### config.mk
export PLATFORM = sky130hd
export DESIGN_NAME = lock_sequencer
export DESIGN_NICKNAME = d
export VERILOG_FILES = /design/src/rtl/lock_pkg.sv /design/src/rtl/lock_timer.sv /design/src/rtl/lock_sequencer.sv
export SDC_FILE = /design/constraint.sdc
export NUM_CORES = 1
export LEC_CHECK = 0
export CELL_PAD_IN_SITES_DETAIL_PLACEMENT = 1
export CELL_PAD_IN_SITES_GLOBAL_PLACEMENT = 1
export CORE_MARGIN = 2
export CORE_UTILIZATION = 35
export CTS_CLUSTER_DIAMETER = 30
export DETAILED_ROUTE_END_ITERATION = 8
export GPL_TIMING_DRIVEN = 0
export PLACE_DENSITY_LB_ADDON = 0.1
export SLEW_MARGIN = 20
export SYNTH_ARGS = -nofsm -noshare
export SYNTH_HDL_FRONTEND = slang
export SYNTH_SLANG_ARGS = --single-unit
### constraint.sdc
create_clock -name hwclk -period 4.5 [get_ports hwclk]
set_input_delay 1.125 -clock hwclk [delete_from_list [all_inputs] [get_ports hwclk]]
set_output_delay 1.125 -clock hwclk [all_outputs]
set_load 0.005 [all_outputs]
### src/rtl/lock_pkg.sv
// Shared encodings for the digital lock: FSM states, checker compare types, keypad command keys.
package lock_pkg;

    typedef enum logic [2:0] {
        ST_LOCKED     = 3'd0,
        ST_CHECK_UC   = 3'd1,
        ST_UNLOCKED   = 3'd2,
        ST_NEW_UC     = 3'd3,
        ST_CONFIRM_UC = 3'd4,
        ST_COMMIT     = 3'd5,
        ST_PC_ENTRY   = 3'd6,
        ST_LOCKOUT    = 3'd7
    } lock_state_e;

    localparam logic [1:0] CMP_PC      = 2'b00;
    localparam logic [1:0] CMP_UC      = 2'b01;
    localparam logic [1:0] CMP_ENTRY   = 2'b10;
    localparam logic [1:0] CMP_CAPTURE = 2'b11;

    localparam logic [3:0] KEY_MODE   = 4'd7;
    localparam logic [3:0] KEY_SUBMIT = 4'd8;
    localparam logic [3:0] KEY_CLEAR  = 4'd9;

endpackage

### src/rtl/lock_timer.sv
// Loadable saturating down-counter; done_o is high for the single cycle the count sits at 1,
// so a load of N yields done N-1 cycles after the load edge and the owner acts on the Nth edge.
module lock_timer #(
    parameter int W = 8
) (
    input  logic         hwclk,
    input  logic         reset,
    input  logic         load_i,
    input  logic [W-1:0] load_val_i,
    output logic         done_o
);

    logic [W-1:0] cnt_q, cnt_d;

    always_comb begin
        cnt_d = cnt_q;
        if (load_i)
            cnt_d = load_val_i;
        else if (cnt_q != '0)
            cnt_d = cnt_q - W'(1);
    end

    always_ff @(posedge hwclk or posedge reset) begin
        if (reset) cnt_q <= '0;
        else       cnt_q <= cnt_d;
    end

    assign done_o = (cnt_q == W'(1));

endmodule

### src/rtl/lock_sequencer.sv
// Top-level lock control FSM sequencing the code checker. Optional UNLOCKED auto-relock
// timeout is built only when LOCK_SEQ_AUTO_RELOCK_EN is defined.
module lock_sequencer
    import lock_pkg::*;
#(
    parameter int          CHECK_WAIT     = 2,
    parameter int          MAX_FAILS      = 3,
    parameter logic [23:0] LOCKOUT_CYCLES = 24'd12_000_000
`ifdef LOCK_SEQ_AUTO_RELOCK_EN
    ,
    parameter logic [27:0] RELOCK_CYCLES  = 28'd120_000_000
`endif
) (
    input  logic       hwclk,
    input  logic       reset,
    input  logic       key_valid_i,
    input  logic [3:0] key_i,
    input  logic       correct_i,
    output logic       read_input_o,
    output logic [1:0] compare_type_o,
    output logic       store_o,
    output logic       unlocked_o,
    output logic       lockout_o,
    output logic       error_o,
    output logic [2:0] state_o
);

    localparam int WAIT_W = $clog2(CHECK_WAIT + 1);
    localparam int FAIL_W = $clog2(MAX_FAILS + 1);

    lock_state_e       state_q, state_d;
    logic [FAIL_W-1:0] fail_q, fail_d, fail_inc;
    logic              err_q, err_d, busy_q, busy_d;
    logic              rd_q, rd_d, store_q, store_d, unl_q, unl_d, lko_q, lko_d, errout_q;
    logic [1:0]        cmp_q, cmp_d;
    logic [2:0]        st_out_q;
    logic              wait_load, wait_done, lock_load, lock_done;
    logic              k_submit, k_mode, k_clear;

    assign k_submit = key_valid_i && (key_i == KEY_SUBMIT);
    assign k_mode   = key_valid_i && (key_i == KEY_MODE);
    assign k_clear  = key_valid_i && (key_i == KEY_CLEAR);
    assign fail_inc = (fail_q == FAIL_W'(MAX_FAILS)) ? fail_q : fail_q + FAIL_W'(1);

    lock_timer #(.W(WAIT_W)) u_wait (
        .hwclk(hwclk), .reset(reset), .load_i(wait_load),
        .load_val_i(WAIT_W'(CHECK_WAIT)), .done_o(wait_done)
    );

    lock_timer #(.W(24)) u_lockout (
        .hwclk(hwclk), .reset(reset), .load_i(lock_load),
        .load_val_i(LOCKOUT_CYCLES), .done_o(lock_done)
    );

`ifdef LOCK_SEQ_AUTO_RELOCK_EN
    logic relock_load, relock_done;

    lock_timer #(.W(28)) u_relock (
        .hwclk(hwclk), .reset(reset), .load_i(relock_load),
        .load_val_i(RELOCK_CYCLES), .done_o(relock_done)
    );

    // Restart on UNLOCKED entry and on every key seen while unlocked.
    assign relock_load = (state_d == ST_UNLOCKED) && ((state_q != ST_UNLOCKED) || key_valid_i);
`endif

    always_comb begin
        state_d   = state_q;
        fail_d    = fail_q;
        err_d     = key_valid_i ? 1'b0 : err_q;
        busy_d    = busy_q;
        wait_load = 1'b0;
        rd_d      = 1'b0;
        cmp_d     = CMP_UC;
        case (state_q)
            ST_LOCKED: begin
                rd_d = 1'b1;
                if (k_submit) begin
                    state_d   = ST_CHECK_UC;
                    wait_load = 1'b1;
                end else if (k_mode) begin
                    state_d = ST_PC_ENTRY;
                end
            end
            ST_CHECK_UC: begin
                if (wait_done) begin
                    if (correct_i) begin
                        state_d = ST_UNLOCKED;
                        fail_d  = '0;
                    end else begin
                        err_d = 1'b1;
                        if (fail_inc == FAIL_W'(MAX_FAILS)) begin
                            state_d = ST_LOCKOUT;
                            fail_d  = '0;
                        end else begin
                            state_d = ST_LOCKED;
                            fail_d  = fail_inc;
                        end
                    end
                end
            end
            ST_UNLOCKED: begin
                rd_d = 1'b1;
                if (k_clear)
                    state_d = ST_LOCKED;
                else if (k_mode)
                    state_d = ST_NEW_UC;
`ifdef LOCK_SEQ_AUTO_RELOCK_EN
                else if (relock_done && !key_valid_i)
                    state_d = ST_LOCKED;
`endif
            end
            ST_NEW_UC: begin
                cmp_d = CMP_CAPTURE;
                rd_d  = !busy_q;
                if (busy_q) begin
                    if (wait_done) begin
                        busy_d  = 1'b0;
                        state_d = ST_CONFIRM_UC;
                    end
                end else if (k_submit) begin
                    busy_d    = 1'b1;
                    wait_load = 1'b1;
                end else if (k_clear) begin
                    state_d = ST_UNLOCKED;
                end
            end
            ST_CONFIRM_UC: begin
                cmp_d = CMP_ENTRY;
                rd_d  = !busy_q;
                if (busy_q) begin
                    if (wait_done) begin
                        busy_d  = 1'b0;
                        state_d = correct_i ? ST_COMMIT : ST_UNLOCKED;
                        if (!correct_i) err_d = 1'b1;
                    end
                end else if (k_submit) begin
                    busy_d    = 1'b1;
                    wait_load = 1'b1;
                end
            end
            ST_COMMIT: begin
                cmp_d   = CMP_ENTRY;
                state_d = ST_UNLOCKED;
            end
            ST_PC_ENTRY: begin
                cmp_d = CMP_PC;
                rd_d  = !busy_q;
                if (busy_q) begin
                    if (wait_done) begin
                        busy_d = 1'b0;
                        if (correct_i) begin
                            state_d = ST_NEW_UC;
                            fail_d  = '0;
                        end else begin
                            state_d = ST_LOCKED;
                            err_d   = 1'b1;
                        end
                    end
                end else if (k_submit) begin
                    busy_d    = 1'b1;
                    wait_load = 1'b1;
                end
            end
            ST_LOCKOUT: begin
                if (lock_done) state_d = ST_LOCKED;
            end
        endcase
        lock_load = (state_d == ST_LOCKOUT) && (state_q != ST_LOCKOUT);
        unl_d     = (state_q == ST_UNLOCKED);
        lko_d     = (state_q == ST_LOCKOUT);
        store_d   = (state_q == ST_COMMIT);
    end

    // Outputs are registered off the current state, lagging it by one cycle.
    always_ff @(posedge hwclk or posedge reset) begin
        if (reset) begin
            state_q  <= ST_LOCKED;
            fail_q   <= '0;
            err_q    <= 1'b0;
            busy_q   <= 1'b0;
            rd_q     <= 1'b1;
            cmp_q    <= CMP_UC;
            store_q  <= 1'b0;
            unl_q    <= 1'b0;
            lko_q    <= 1'b0;
            errout_q <= 1'b0;
            st_out_q <= 3'd0;
        end else begin
            state_q  <= state_d;
            fail_q   <= fail_d;
            err_q    <= err_d;
            busy_q   <= busy_d;
            rd_q     <= rd_d;
            cmp_q    <= cmp_d;
            store_q  <= store_d;
            unl_q    <= unl_d;
            lko_q    <= lko_d;
            errout_q <= err_q;
            st_out_q <= state_q;
        end
    end

    assign read_input_o   = rd_q;
    assign compare_type_o = cmp_q;
    assign store_o        = store_q;
    assign unlocked_o     = unl_q;
    assign lockout_o      = lko_q;
    assign error_o        = errout_q;
    assign state_o        = st_out_q;

endmodule

==> impl_metrics.env <==
export IMPL_place_inst=354
export IMPL_path_class="in -> reg"
export IMPL_grt_pass1_vias=1859
export IMPL_maxCapViolations=0
export IMPL_synth_common_cells="dfrtp_1 (41), nand2_1 (25), nor2_1 (15), o21ai_0 (13), xor2_1 (13)"
export IMPL_finalSetupViolCount=0
export IMPL_cp_startpoint="correct_i"
export IMPL_yosys_warnings=0
export IMPL_synth_area_um2=2450
export IMPL_p_sw_mw=0.643
export IMPL_cp_end_kind="flop"
export IMPL_dp_hpwl_mm=4.06
export IMPL_via_per_inst=4.93
export IMPL_synth_flop_cell="dfrtp_1"
export IMPL_power_clock_fraction_pct=15.3
export IMPL_place_congestion=0.809
export IMPL_clock_sinks=43
export IMPL_rsz0062_at_grt="no"
export IMPL_critPathRequiredTime_ps=4650
export IMPL_synth_edf_count=0
export IMPL_cts_root_buf="clkbuf_8"
export IMPL_worst_ep_arrival_time_ps=3090
export IMPL_dieArea_um2=7690
export IMPL_synth_area_leaders="dfrtp_1 (42%), xor2_1 (4.6%), nand2_1 (3.8%)"
export IMPL_nFillCells=779
export IMPL_die_w_um=87.7
export IMPL_yosysUniqueCellTypes=60
export IMPL_fin_nets=278
export IMPL_drt_first_iter_violations=49
export IMPL_max_slew_margin_rel_pct=48.1
export IMPL_clkLatencyLatePin_ps=290
export IMPL_cts_tree="built"
export IMPL_die_h_um=87.7
export IMPL_cp_start_kind="input pin"
export IMPL_hp_class="reg -> reg"
export IMPL_seq_power_share_pct=40.3
export IMPL_yosys_area_top_type_share_pct=41.9
export IMPL_overflow=0
export IMPL_sw_frac_of_total_pct=39.5
export IMPL_layout_drive_gt1_share_pct=18.0
export IMPL_fin_skew_ps=2.53
export IMPL_internal_power_mw=0.985
export IMPL_finalWirelength_mm=5.55
export IMPL_vias=1784
export IMPL_grt_antenna_before_repair=0
export IMPL_synthArstFlopShare_pct=100
export IMPL_firstDrtPassIters=4
export IMPL_cts_inserted_buffers=5
export IMPL_wl_per_cell_um=15.3
export IMPL_synth_top_cell_by_area="dfrtp_1"
export IMPL_synth_most_common_cell="dfrtp_1"
export IMPL_cts_hold_buffers_added=0
export IMPL_reg2reg_from="u_lockout.cnt_q[2]"
export IMPL_postCtsSetupBuffers=0
export IMPL_tns_ps=0
export IMPL_portBuffers=17
export IMPL_area_delta_synth_final_pct=16.0
export IMPL_period_share_pct=65.3
export IMPL_holdWs_ps=392
export IMPL_crit_path_max_fanout=10
export IMPL_status="complete, no violations"
export IMPL_ys_ff_latch=43
export IMPL_peakVddDrop_uv=221
export IMPL_worst_pin_slew_ps=774
export IMPL_fin_cells=362
export IMPL_min_from="err_q"
export IMPL_syn_area_per_cell_um2=10.2
export IMPL_route_detailed_drc=0
export IMPL_ant_nets=0
export IMPL_power_density_nw_per_um2=573
export IMPL_cts_buffer_depth=2
export IMPL_syn_nets=253
export IMPL_hold_viol=0
export IMPL_core_area_um2=6790
export IMPL_grt_pass1_wl_mm=9.43
export IMPL_slew_violations=0
export IMPL_antenna_cells=0
export IMPL_power_leakage_nw=1.09
export IMPL_combPwrFrac_pct=44.5
export IMPL_start_util_pct=36.1
export IMPL_seq_area_frac_synth_pct=44.0
export IMPL_io_pins=18
export IMPL_fmax_mhz=340
export IMPL_grt_max_degree=30
export IMPL_rows=30
export IMPL_track_usage_pct=16.1
export IMPL_synthCells=240
export IMPL_htreeDepth=2
export IMPL_clk_pin_slew_worst_paths_ps=90
export IMPL_period_needed_ps=2940
export IMPL_cts_resized=0
-- final cells by class --
type                            instances  area (um^2)  share of cell area (%)
Buffer                                  9          104                    3.65
Clock buffer                            7         76.3                    2.68
Clock inverter                          1         5.00                   0.176
Inverter                               10         37.5                    1.32
Multi-Input combinational cell        178         1230                    43.3
Sequential cell                        43         1080                    37.9
Tap cell                               96          120                    4.23
Timing Repair Buffer                   18          190                    6.69
-- worst max-delay path: stages --
cell	delay [ps]
clkdlybuf4s50_1	540
nand3b_1	260
mux2i_1	140
a221oi_1	220
o21ai_0	220
o21ai_2	450
nand3_1	130
-- layer usage --
metal	part of all wire [%]	global-route usage [%]	routed length (um)	vias up
li1	-	-	-	880
met1	46	20.7	2530	881
met2	51	27.0	2820	17
met3	2.2	3.20	122	6
met4	1.3	5.73	73	0
met5	0	0	0	-
-- metrics by stage --
| step | setup WS [ps] | power (mW) | instance area, um^2 | utilization [%] |
|---|---|---|---|---|
| global route | 1270 | 1.77 | 2840 | 41.8 |
| CTS | 1490 | 1.66 | 2840 | 41.8 |
| detailed placement | 1170 | 1.40 | 2760 | 40.6 |
| floorplan | 1820 | 1.18 | 2450 | - |
| finish | 1560 | 1.63 | 2840 | 41.8 |
| global placement | 1230 | 1.37 | 2740 | 40.3 |
-- cell families after synthesis --
kind of cell    synth area share [%]
simple gates                    28.1
flops                           44.0
compound gates                  11.1
xor+xnor                        7.15
buf+inv                         5.77
fa+ha+maj                       2.55
mux                             1.28
-- flip-flops by register name, summed over array words and instances (netlist names), 2 cells and up --
| register | count |
|---|---|
| state_o | 3 |
| compare_type_o | 2 |
| state_q | 3 |
| u_lockout.cnt_q | 24 |
| u_wait.cnt_q | 2 |
| fail_q | 2 |
-- cell usage in the layout (no fill, tap or decap), types with 2 or more instances in the layout --
cell             count
dfrtp_1             41
nand2_1             25
clkdlybuf4s50_1     17
nor2_1              15
o21ai_0             13
xor2_1              13
inv_1                9
nand3_1              9
nor2_2               9
clkbuf_8             7
nand3b_1             7
a21oi_1              7
xnor2_1              7
nand4_1              6
ha_1                 5
nand2b_1             4
nor4_1               4
nor3_1               4
and2_1               4
clkbuf_1             3
or2_2                3
nor4_4               3
buf_12               3
buf_2                2
nor3b_1              2
buf_6                2
mux2i_1              2
nand4b_1             2
nor2b_1              2
or3_1                2
dfstp_2              2
-- power groups by stage --
stage          logic, mW  registers, mW  clock network, mW
6_report           0.724          0.656              0.248
5_1_grt            0.817          0.678              0.275
4_1_cts            0.738          0.658              0.263
3_5_place_dp       0.734          0.664                  0
3_3_place_gp       0.714          0.658                  0
2_1_floorplan      0.543          0.633                  0
-- worst paths after layout --
check | to | slack [ps] | cells after the start
setup / recovery | u_lockout.cnt_q[9] | 1560 | 7
hold / removal | error_o | 390 | 0
setup reg to reg | u_lockout.cnt_q[20] | 2150 | 6
hold reg to reg | error_o | 390 | 0
max in group asynchronous | compare_type_o[0] | 2840 | 3
min in group asynchronous | u_lockout.cnt_q[4] | 1110 | 2
Power figures use the tool's default switching activity.
